--- config.mk ---
export PLATFORM = sky130hd
export DESIGN_NAME = segment_dispatcher
export DESIGN_NICKNAME = d
export VERILOG_FILES = /design/src/rtl/segment_dispatcher_pkg.sv /design/src/rtl/mips_seg_decode.sv /design/src/rtl/segment_dispatcher.sv
export SDC_FILE = /design/constraint.sdc
export NUM_CORES = 1
export LEC_CHECK = 0
export CORE_MARGIN = 1.5
export CORE_UTILIZATION = 49
export DETAILED_ROUTE_END_ITERATION = 10
export GPL_TIMING_DRIVEN = 0
export PLACE_DENSITY = 0.79
export SLEW_MARGIN = 20
export SYNTH_ARGS = -nofsm -noshare
export SYNTH_HDL_FRONTEND = slang
export SYNTH_SLANG_ARGS = --single-unit
--- constraint.sdc ---
create_clock -name clk -period 2.2 [get_ports clk]
set_clock_uncertainty 0.15 [all_clocks]
set_input_delay 0.33 -clock clk [delete_from_list [all_inputs] [get_ports clk]]
set_output_delay 0.33 -clock clk [all_outputs]
set_load 0.02 [all_outputs]
--- src/rtl/segment_dispatcher_pkg.sv ---
// Shared definitions for the segment dispatcher: FSM state encoding, MIPS
// opcode/funct field values, microcode segment indices and the halt word.
package segment_dispatcher_pkg;

   typedef enum logic [2:0] {
      ST_IDLE,
      ST_FETCH,
      ST_ISSUE,
      ST_WAIT_EOS,
      ST_HALT,
      ST_ERROR
   } state_t;

   localparam int unsigned WAIT_W = 16;

   localparam logic [5:0] OP_RTYPE = 6'h00;
   localparam logic [5:0] OP_J     = 6'h02;
   localparam logic [5:0] OP_BEQ   = 6'h04;
   localparam logic [5:0] OP_LW    = 6'h23;
   localparam logic [5:0] OP_SW    = 6'h2B;

   localparam logic [5:0] FN_ADD   = 6'h20;
   localparam logic [5:0] FN_SUB   = 6'h22;
   localparam logic [5:0] FN_AND   = 6'h24;
   localparam logic [5:0] FN_OR    = 6'h25;
   localparam logic [5:0] FN_SLT   = 6'h2A;

   localparam logic [5:0] SEG_LW   = 6'd0;
   localparam logic [5:0] SEG_SW   = 6'd1;
   localparam logic [5:0] SEG_ADD  = 6'd2;
   localparam logic [5:0] SEG_SUB  = 6'd3;
   localparam logic [5:0] SEG_AND  = 6'd4;
   localparam logic [5:0] SEG_OR   = 6'd5;
   localparam logic [5:0] SEG_SLT  = 6'd6;
   localparam logic [5:0] SEG_BEQ  = 6'd7;
   localparam logic [5:0] SEG_J    = 6'd8;
   localparam logic [5:0] SEG_HALT = 6'h3F;

   localparam logic [31:0] HALT_WORD = 32'hFFFF_FFFF;

endpackage

--- src/rtl/mips_seg_decode.sv ---
// Combinational MIPS instruction decoder: maps an instruction word onto a
// microcode segment index.
//   instr     : 32-bit MIPS instruction word
//   index     : segment index (0 when unsupported)
//   supported : 1 when the encoding has a segment (including HALT)
module mips_seg_decode
   import segment_dispatcher_pkg::*;
(
   input  logic [31:0] instr,
   output logic [5:0]  index,
   output logic        supported
);

   always_comb begin
      index     = '0;
      supported = 1'b0;
      // The halt word carries op 0x3F, so it must be matched before the op field.
      if (instr == HALT_WORD) begin
         index     = SEG_HALT;
         supported = 1'b1;
      end else begin
         unique case (instr[31:26])
            OP_LW:  begin index = SEG_LW;  supported = 1'b1; end
            OP_SW:  begin index = SEG_SW;  supported = 1'b1; end
            OP_BEQ: begin index = SEG_BEQ; supported = 1'b1; end
            OP_J:   begin index = SEG_J;   supported = 1'b1; end
            OP_RTYPE: begin
               unique case (instr[5:0])
                  FN_ADD:  begin index = SEG_ADD; supported = 1'b1; end
                  FN_SUB:  begin index = SEG_SUB; supported = 1'b1; end
                  FN_AND:  begin index = SEG_AND; supported = 1'b1; end
                  FN_OR:   begin index = SEG_OR;  supported = 1'b1; end
                  FN_SLT:  begin index = SEG_SLT; supported = 1'b1; end
                  default: begin index = '0;      supported = 1'b0; end
               endcase
            end
            default: begin index = '0; supported = 1'b0; end
         endcase
      end
   end

endmodule

--- src/rtl/segment_dispatcher.sv ---
// Fetches MIPS instruction words, decodes each into a microcode segment index,
// starts the segment with a one-cycle sos pulse and waits for eos before
// advancing pc. HALT and unsupported/timeout conditions are terminal.
//   clk, rst_n   : clock (rising edge), async active-low reset
//   instr_valid  : instruction word present on instr
//   instr        : 32-bit MIPS instruction word
//   instr_ready  : word accepted this cycle (FETCH only)
//   pc           : address of the next instruction to fetch
//   opcode       : segment index to the microcode sequencer
//   sos          : start-of-segment pulse
//   eos          : end-of-segment level from the sequencer
//   halted       : halt instruction executed
//   err          : sticky unsupported-instruction / eos-timeout flag
//
// state    | meaning
// ---------+--------------------------------------------------------
// IDLE     | one cycle after reset release
// FETCH    | instr_ready=1, waiting for a word
// ISSUE    | sos=1 for this single cycle
// WAIT_EOS | segment running, counting cycles until eos or timeout
// HALT     | halt word executed, terminal until reset
// ERROR    | unsupported word or eos timeout, terminal until reset
module segment_dispatcher
   import segment_dispatcher_pkg::*;
#(
   parameter int PC_W        = 8,
   parameter int EOS_TIMEOUT = 255
) (
   input  logic            clk,
   input  logic            rst_n,
   input  logic            instr_valid,
   input  logic [31:0]     instr,
   output logic            instr_ready,
   output logic [PC_W-1:0] pc,
   output logic [5:0]      opcode,
   output logic            sos,
   input  logic            eos,
   output logic            halted,
   output logic            err
);

   localparam logic [WAIT_W-1:0] WAIT_LAST = WAIT_W'(EOS_TIMEOUT - 1);

   state_t            state;
   logic [WAIT_W-1:0] wait_cnt;
   logic [5:0]        dec_index;
   logic              dec_supported;

   mips_seg_decode u_decode (
      .instr     (instr),
      .index     (dec_index),
      .supported (dec_supported)
   );

   // Outputs are flops set on the transition into the state that owns them,
   // so instr_ready and sos track FETCH and ISSUE exactly without glitches.
   always_ff @(posedge clk or negedge rst_n) begin
      if (!rst_n) begin
         state       <= ST_IDLE;
         pc          <= '0;
         opcode      <= '0;
         sos         <= 1'b0;
         instr_ready <= 1'b0;
         halted      <= 1'b0;
         err         <= 1'b0;
         wait_cnt    <= '0;
      end else begin
         case (state)
            ST_IDLE: begin
               state       <= ST_FETCH;
               instr_ready <= 1'b1;
            end
            ST_FETCH: begin
               if (instr_valid && instr_ready) begin
                  opcode      <= dec_index;
                  instr_ready <= 1'b0;
                  if (!dec_supported) begin
                     state <= ST_ERROR;
                     err   <= 1'b1;
                  end else if (dec_index == SEG_HALT) begin
                     state  <= ST_HALT;
                     halted <= 1'b1;
                  end else begin
                     state <= ST_ISSUE;
                     sos   <= 1'b1;
                  end
               end
            end
            ST_ISSUE: begin
               sos      <= 1'b0;
               wait_cnt <= '0;
               state    <= ST_WAIT_EOS;
            end
            ST_WAIT_EOS: begin
               if (eos) begin
                  pc          <= pc + PC_W'(1);
                  state       <= ST_FETCH;
                  instr_ready <= 1'b1;
               end else begin
                  wait_cnt <= wait_cnt + WAIT_W'(1);
                  if (wait_cnt == WAIT_LAST) begin
                     state <= ST_ERROR;
                     err   <= 1'b1;
                  end
               end
            end
            ST_HALT, ST_ERROR: begin
               instr_ready <= 1'b0;
               sos         <= 1'b0;
            end
            default: begin
               state       <= ST_ERROR;
               err         <= 1'b1;
               instr_ready <= 1'b0;
               sos         <= 1'b0;
            end
         endcase
      end
   end

endmodule

[Yosys cells after proc, flatten, opt, wreduce, memory -nomap -nowiden]
Cells that the tools add are included.
Operators by class
  $add $sub $neg: 2
  eq/ne operators: 25
  mux-type cells: 26
  bitwise operators: 4
  reductions and logical operators: 17
Operator list (number)
  6-bit == test, second input constant: 8
  32-bit == test, second input constant: 1
  16-bit case mux with 2 select lines: 1
  3-bit case mux with 5 select lines: 2
  6-bit case mux with 4 select lines: 1
  16-bit by 1-bit adder with 16-bit output, second input constant: 1
  16-bit by 8-bit == test with 1-bit output, second input constant: 1
  16-bit 2-to-1 mux: 1
  3-bit 2-to-1 mux: 5
  2-bit inequality test, second input constant: 7
  1-bit 2-to-1 mux: 11
  8-bit by 1-bit adder with 8-bit output, second input constant: 1
  4-bit AND reduction: 2
  4-bit OR reduction: 2
  3-bit by 2-bit == test with 1-bit output, second input constant: 2
  3-bit == test, second input constant: 2
  6-bit by 2-bit == test with 1-bit output, second input constant: 1
  6-bit by 3-bit == test with 1-bit output, second input constant: 1
  6-bit zero test: 1
  6-bit 2-to-1 mux: 1
  2-bit AND reduction: 3
  3-bit AND reduction: 2
  5-bit AND reduction: 1
  5-bit OR reduction: 1
  other kinds (10): 15
Storage, ports and cells
  flip-flop bits (word level): 37
  bits of input ports: 36
  output and inout bits: 18
  word-level logic and storage cells: 82

[Logic depth before layout (Yosys ltp)]
  depth after elaboration: 9
  mapped depth: 6
  depth with buffers taken out: 6

[Cells and area by module]
A second synthesis with hierarchy kept.
Unflattened totals
  cell total of the unflattened synthesis: 224
  area total of the unflattened synthesis: 2125.8 um^2
By module, submodules not included
  segment_dispatcher: times used 1, cells an instance 182, area an instance 1876.8 um^2, seq. area each 925.9 um^2
  mips_seg_decode: times used 1, cells an instance 42, area an instance 249.0 um^2, seq. area each 0.0 um^2

[Worst setup path after synthesis]
Ideal clock, no wire load.
  kind: register -> register
  start: register state[2]
  end: register pc[5]
  library setup time: 0.129 ns
  arrival time: 1.362 ns
  data required time: 1.921 ns
  setup slack: 0.559 ns
  cell stages (with the launch flop): 7
  path buffers: 2
  clock period less this slack: 1.641 ns
  cells stage by stage: dfrtp_1 > buf_4 > and4b_2 > buf_2 > and4_1 > nand3_1 > xnor2_1
Between the ends
  word-level cells in the longest chain between the ends: 2
RTL lines
  start: declaration: RTL line segment_dispatcher.sv:44  | state_t state;
  start signal: assignment: RTL line segment_dispatcher.sv:59  | state <= ST_IDLE;
  start signal: assignment: RTL line segment_dispatcher.sv:70  | state <= ST_FETCH;
  start signal: assignment: RTL line segment_dispatcher.sv:78  | state <= ST_ERROR;
  3-bit by 2-bit == test with 1-bit output: RTL line segment_dispatcher.sv:68  | case (state)
  2-bit AND reduction (no source line)
  end signal: assignment: RTL line segment_dispatcher.sv:96  | pc <= pc + PC_W'(1);
  end: declaration: RTL line segment_dispatcher.sv:34  | output logic [PC_W-1:0] pc,
No other way between the ends.
A chain may end at the register's enable or synchronous reset.

[Worst setup path after layout]
  start: input port eos
  end: register wait_cnt[13]
Between the ends
  word-level cells in the longest chain between the ends: 2
RTL lines
  start: declaration: RTL line segment_dispatcher.sv:37  | input logic eos,
  2-bit inequality test (no source line)
  2-bit AND reduction (no source line)
  end signal: assignment: RTL line segment_dispatcher.sv:100  | wait_cnt <= wait_cnt + WAIT_W'(1);
  end: declaration: RTL line segment_dispatcher.sv:45  | logic [WAIT_W-1:0] wait_cnt;
No other way between the ends.

==> results.ini <==
[layout]
num_antenna_cells = 0
final_nets = 335
syn_to_final_growth_pct = 33.58
instances_no_fill = 349
fin_util = 0.6756
layout-drive-gt1-share = 0.1044

[run]
maxCapViolations = 0

[sta]
timing.final.crit_share = 0.9312
max_freq_mhz = 488.1
totalNegativeSetupSlack_ns = 0
hold_ws_ns = 0.2148
tightest_slew_ns = 0.4615
relSlewSlack = 0.6897
rsz0062_at_grt = false
report.final.slew_viol_count = 0
finalHoldViolations = 0
period_minus_slack_ns = 2.049
finalSetupViolations = 0

[die]
ios = 54
rows = 24
die_x_um = 69.81
initial_core_util = 0.5058
die_h_um = 69.81
dieArea_mm2 = 0.004873
core_area_mm2 = 0.004324

[global_route]
grt_max_degree = 27
antenna_found_initial = 0
grt_use_total = 0.2263
grt_first_pass_wirelength_um = 9045
overflow = 0
grt_pass1_vias = 2097

[power]
switching_power_w = 0.0003125
seqPwrFrac = 0.456
share_comb_of_total_power = 0.098
swShare = 0.2154
leakage_nw = 1.172
clkPwrFrac = 0.445
p_int_w = 0.001138
finalPower_w = 0.001451
peakVddDrop_mv = 0.2148
powerDensity_mw_per_mm2 = 496.6

[synthesis]
syn_nets = 275
syn_area_per_cell_um2 = 9.267
yosysMostFrequentCell = dfrtp_1
syn_area_mm2 = 0.002187
postSynthCellCount = 236
post_synth_num_cell_types = 57
synth_edf_count = 0
synthFlopType = dfrtp_1
synth_seq_cells = 36
synth.top_cell.area_share = 0.4119
yosys-top-cells-count = dfrtp_1, nand4_1, nand2_1
yosys_warnings = 0
synthTopCellsByArea = dfrtp_1, nand4_1, a21oi_1, nand2_1, nand3_1
synth-seq-area-share = 0.4119
async_flop_share = 1.000
synth_top_area_cell = dfrtp_1

[clock_network]
insertion_delay_ns = 0.29
clkTransAtPathRegs_ns = 0.07
numCtsBuffers = 5
post_cts_buffers = 0
root_buffer = clkbuf_8
tritoncts = done
cts.sinks = 36
htree_levels = 2
clockBufferDepth = 2

[setup_path]
worst-r2r-setup-slack_ns = 0.30
critPathLaunchType = primary input
arrival_ns = 2.12
crit_fanout = 7
critPathKind = in -> reg
cp.required_ns = 2.27
endpoint_kind = register

[routing]
num_vias = 2143
firstDrtPassIters = 6
drtIter0Drc = 160
wire_per_inst_um = 15.22
totalWireLength_um = 5311
antenna_left = 0
via_per_inst = 6.140
route.detailed.drc = 0

[hold_path]
hold_path_class = in -> reg

[placed_design]
dpl.hpwl_um = 3990
place.gp.congestion = 0.8401
place_inst = 340
port_buffers = 51

[outcome]
status = finished clean

worst paths after layout:
check | endpoint | cells past startpoint | startpoint
min in group asynchronous | wait_cnt[10] | 2 | rst_n
max | wait_cnt[13] | 5 | eos
min reg2reg | halted | 1 | halted
max in group asynchronous | opcode[1] | 3 | rst_n
max reg2reg | wait_cnt[13] | 5 | state[1]
min | opcode[3] | 3 | instr[27]
per-stage QoR:
stage / instance area (um2) / worst slack [ns]
after floorplan: 2187 / 0.5587
after global placement: 2763 / -0.1622
after detailed placement: 2778 / -0.2024
after CTS: 2914 / 0.1038
after global routing: 2922 / 0.02869
final: 2922 / 0.1513
worst max-delay path, stage by stage:
cell and delay (ns):
clkdlybuf4s50_1 0.55, nand2_1 0.29, nand4_1 0.31, or4_1 0.48, a21oi_1 0.15
power groups by stage:
stage | Combinational [W] | Clock, W | Sequential [W]
after floorplan | 0.0000370 | 0 | 0.000676
after global placement | 0.000133 | 0 | 0.000676
after detailed placement | 0.000139 | 0 | 0.000675
after CTS | 0.000141 | 0.000654 | 0.000662
after global routing | 0.000155 | 0.000681 | 0.000662
final | 0.000142 | 0.000646 | 0.000662
routing by layer:
metal  up-vias  routed length (um)  GRT usage
li1       1032                   -          -
met1      1031                2456     0.2981
met2        69                2502     0.3608
met3        11                 254    0.05087
met4         0                  97    0.09188
met5         -                   0          0
repair_timing:
item | in CTS | in global routing
gates resized for setup | 0 | 2
endpoints found under the hold margin | 10 | 0
endpoints found under the setup margin | 0 | 3
hold buffers | 1 | 0
flip-flops by register name, summed over array words and instances, names as in the netlist:
register / flops
sos: 1
halted: 1
pc: 8
wait_cnt: 16
err: 1
instr_ready: 1
opcode: 5
state: 3
final cells by class:
cell class              count  area (um2)
plain buffers              11       66.31
inverters                   9       33.78
multi-input cells         180        1194
repair buffers             53       535.5
flip-flops and latches     36       900.9
fillers                   363        1403
clock buffers               7       96.34
clock inverters             1       30.03
well taps                  52       65.06
cell families (layout without fill, tap and decap cells):
| family | count (synthesis) | count (layout) | share of synthesized area |
|---|---|---|---|
| simple gates | 112 | 112 | 0.3186 |
| xor+xnor | 8 | 8 | 0.03204 |
| fa+ha+maj | 3 | 3 | 0.01716 |
| compound gates | 52 | 52 | 0.1510 |
| mux | 5 | 5 | 0.02346 |
| buf+inv | 20 | 81 | 0.04576 |
| flops | 36 | 36 | 0.4119 |
placed cells by master (no fill, tap or decap), types with 4 or more instances in the layout:
master / Yosys / layout
clkdlybuf4s50_1: 0 / 50
dfrtp_1: 36 / 36
nand4_1: 22 / 22
nand2_1: 17 / 17
a21oi_1: 16 / 16
nand3_1: 11 / 11
o21ai_0: 11 / 11
nor2_1: 10 / 10
inv_1: 9 / 9
clkbuf_8: 0 / 7
buf_2: 5 / 6
or4_1: 6 / 6
xnor2_1: 6 / 6
nor3_1: 5 / 5
a31oi_1: 5 / 5
nand2b_1: 4 / 4
and4_1: 4 / 4
o31ai_1: 4 / 4
mux2i_1: 4 / 4
(Power assumes the default switching activity.)
==> RTL change (same flow settings) <==
Register the output `err` once more, without a reset; this adds one clock of latency there. The other outputs are not delayed to match.
--- a/src/rtl/segment_dispatcher.sv
+++ b/src/rtl/segment_dispatcher.sv
@@ -41,6 +41,8 @@
 
    localparam logic [WAIT_W-1:0] WAIT_LAST = WAIT_W'(EOS_TIMEOUT - 1);
 
+   logic err_s0;
+
    state_t            state;
    logic [WAIT_W-1:0] wait_cnt;
    logic [5:0]        dec_index;
@@ -62,7 +64,7 @@
          sos         <= 1'b0;
          instr_ready <= 1'b0;
          halted      <= 1'b0;
-         err         <= 1'b0;
+         err_s0      <= 1'b0;
          wait_cnt    <= '0;
       end else begin
          case (state)
@@ -76,7 +78,7 @@
                   instr_ready <= 1'b0;
                   if (!dec_supported) begin
                      state <= ST_ERROR;
-                     err   <= 1'b1;
+                     err_s0 <= 1'b1;
                   end else if (dec_index == SEG_HALT) begin
                      state  <= ST_HALT;
                      halted <= 1'b1;
@@ -100,7 +102,7 @@
                   wait_cnt <= wait_cnt + WAIT_W'(1);
                   if (wait_cnt == WAIT_LAST) begin
                      state <= ST_ERROR;
-                     err   <= 1'b1;
+                     err_s0 <= 1'b1;
                   end
                end
             end
@@ -110,7 +112,7 @@
             end
             default: begin
                state       <= ST_ERROR;
-               err         <= 1'b1;
+               err_s0      <= 1'b1;
                instr_ready <= 1'b0;
                sos         <= 1'b0;
             end
@@ -118,5 +120,9 @@
       end
    end
 
+   always_ff @(posedge clk) begin
+      err <= err_s0;
+   end
+
 endmodule
 
Check against the original RTL: not equivalent (Yosys sat finds a counterexample within 4 cycles, from zero or initial values and one cycle with rst_n low).
==> RTL change against the original RTL <==
Power shrank 3.7%. Non-clock buffer count down 4. Design area is 7.2% lower. Combinational power is 20% lower. Sequential cell count is 1 higher. Routed wire length fell by 17%. Fmax grew 5.5%. Synthesized area shrank 9.8%. Worst setup slack better by 0.11 ns. Critical path type unchanged. Critical endpoint is now err_s0$_DFFE_PN0P_.
==> RTL change: results (changes against the original RTL) <==
- Number of instances resized during post-cts repair: 0 (unchanged)
- Maximum number of pins on one net before global-route repair: 23 (was 27)
- Cell family contributing the most delay on the critical path: buffers and inverters (was simple AND/OR/NAND/NOR gates)
- Fill cell instance count of the final layout: 292 (was 363)
- Outcome: complete, no violations (unchanged)
- Antenna fix cells: 0 (unchanged)
- Top post-synthesis cells by area: sky130_fd_sc_hd__dfrtp_1 46%, sky130_fd_sc_hd__xnor2_1 6.2%, sky130_fd_sc_hd__nor2_1 4.9%, sky130_fd_sc_hd__nand2_1 4.0%, sky130_fd_sc_hd__nand4_1 3.2% (was sky130_fd_sc_hd__dfrtp_1 41%, sky130_fd_sc_hd__nand4_1 6.3%, sky130_fd_sc_hd__a21oi_1 3.7%, sky130_fd_sc_hd__nand2_1 2.9%, sky130_fd_sc_hd__nand3_1 2.5%)
- Iter 0 DRT Violations: 100 (was 160)
- Most used standard cells in the synthesized netlist: 36 x sky130_fd_sc_hd__dfrtp_1, 26 x sky130_fd_sc_hd__nor2_1, 21 x sky130_fd_sc_hd__nand2_1 (was 36 x sky130_fd_sc_hd__dfrtp_1, 22 x sky130_fd_sc_hd__nand4_1, 17 x sky130_fd_sc_hd__nand2_1)
- Overall routed net length: 4390 um (was 5310 um)
- HP Class: flop to flop (was primary input to flop)
- Clock buffers created by TritonCTS: 5 (unchanged)
- Number of global-route vias before repair: 1799 (was 2097)
- Final min period: 1.94 ns (was 2.05 ns)
- Final-report setup violation count: 0 (unchanged)
- Start of the worst register-to-register path: wait_cnt[0]$_DFFE_PN0P_ (was state[1]$_DFFE_PN0P_)
- First-pass GRT wire length: 7710 um (was 9050 um)
- Distinct cell type count of the synthesized netlist: 45 (was 57)
- Worst reg2reg setup slack: 0.35 ns (was 0.30 ns)
- Sequential element share of the synthesized area: 0.467 (was 0.412)
- Detail-routed via count per cell: 5.47 (was 6.14)
- Leakage Power: 1.12 nW (was 1.17 nW)
- Placement Cell Area: 2580 um^2 (was 2780 um^2)
- Placer Congestion: 0.810 (was 0.840)
- Synth warnings: 0 (unchanged)
- Number of cells on the worst reg-to-reg path: 7 (was 5)
- CP Launch Point: instr[2] (was eos)
- Net count after synthesis: 254 (was 275)
- CP Capture Point: err_s0$_DFFE_PN0P_ (was wait_cnt[13]$_DFFE_PN0P_)
- GRT Overall Usage: 0.226 (about the same)
- Fraction of final layout cells sized beyond drive strength 1: 0.0647 (was 0.104)
- Length of the first detailed-routing pass in iterations: 4 (was 6)
- Arrival time at the worst endpoint: 1.94 ns (was 2.12 ns)
- Number of I/O port buffers: 53 (was 51)
- Placement Setup Slack: -0.0375 ns (was -0.202 ns)
- Normalized max-slew margin: 0.688 (was 0.690)
- Maximum ir drop on the vdd rail: 0.000271 V (was 0.000215 V)
- Biggest cell delay along the critical path: 0.59 ns (was 0.55 ns)
- Final HPWL DP: 3420 um (was 3990 um)
- Number of nets in the layout: 316 (was 335)
[RTL change: cell types whose count changed in the layout (fill, tap and decap cells not counted), sizes merged, moves of 3 or more]
| cell | delta |
|---|---|
| mux2i | -3 |
| or4 | -6 |
| nand4 | -13 |
| buf | -6 |
| xnor2 | +8 |
| a21oi | -12 |
| nor2 | +17 |
| nor3 | +5 |
| nand2 | +4 |
| o31ai | -3 |
| and4 | -4 |
[RTL change: cell families after synthesis]
family	share of synthesized area
and+or+nand+nor	0.286
DFF	0.467
AOI/OAI and AO/OA	0.102
xor gates and xnor gates	0.0799
buffers and inverters	0.0298
muxes	0.0165
adders and majority gates	0.0190
[RTL change: worst min path at each step]
stage | startpoint | end | slack (ns) | cells past startpoint
finish | err_s0$_DFFE_PN0P_ | err$_DFF_P_ | 0.25 | 0
global route | err_s0$_DFFE_PN0P_ | err$_DFF_P_ | 0.28 | 0
CTS | err_s0$_DFFE_PN0P_ | err$_DFF_P_ | 0.25 | 0
detailed placement | rst_n | pc[3]$_DFFE_PN0P_ | 0.12 | 1
global placement | err_s0$_DFFE_PN0P_ | err$_DFF_P_ | 0.24 | 0
floorplan | rst_n | err_s0$_DFFE_PN0P_ | -0.12 | 0
[RTL change: area by class of cell]
type                            count  share of cell area
Clock inverter                      1              0.0111
Timing Repair Buffer               55               0.208
Buffer                              5             0.00923
Sequential cell                    37               0.340
Inverter                            9              0.0125
Tap cell                           48              0.0222
Multi-Input combinational cell    164               0.366
Clock buffer                        7              0.0318
[RTL change: where the power goes]
part	total (W)	internal [W]	switching, W	leakage [nW]
registers	0.000679	0.000679	0	0.490
clock network	0.000604	0.000370	0.000234	0.0585
logic	0.000114	0.0000712	0.0000430	0.574
[RTL change: layer usage]
layer,vias up,GRT usage,wire length [um],part of all wire
met5,-,0,0,0
li1,881,-,-,-
met2,43,0.415,2260,0.51
met4,0,0.0689,46,0.010
met3,4,0.0392,161,0.037
met1,855,0.266,1920,0.44
[RTL change: worst register-to-register path: stages (launching register included)]
cell and delay [ns]:
sky130_fd_sc_hd__dfrtp_1 0.43, sky130_fd_sc_hd__inv_1 0.08, sky130_fd_sc_hd__ha_1 0.14, sky130_fd_sc_hd__nor4bb_1 0.29, sky130_fd_sc_hd__nand3_1 0.11, sky130_fd_sc_hd__nor2_1 0.22
sky130_fd_sc_hd__o2111ai_1 0.16, sky130_fd_sc_hd__a22oi_1 0.20
[RTL change: through the flow]
step / cells / total power [W] / utilization
after detailed placement: 317 / 0.000807 / 0.685
after CTS: 326 / 0.00140 / 0.719
after global placement: 316 / 0.000800 / 0.679
after global routing: 326 / 0.00145 / 0.719
after floorplan: 215 / 0.000713 / -
final: 326 / 0.00140 / 0.719
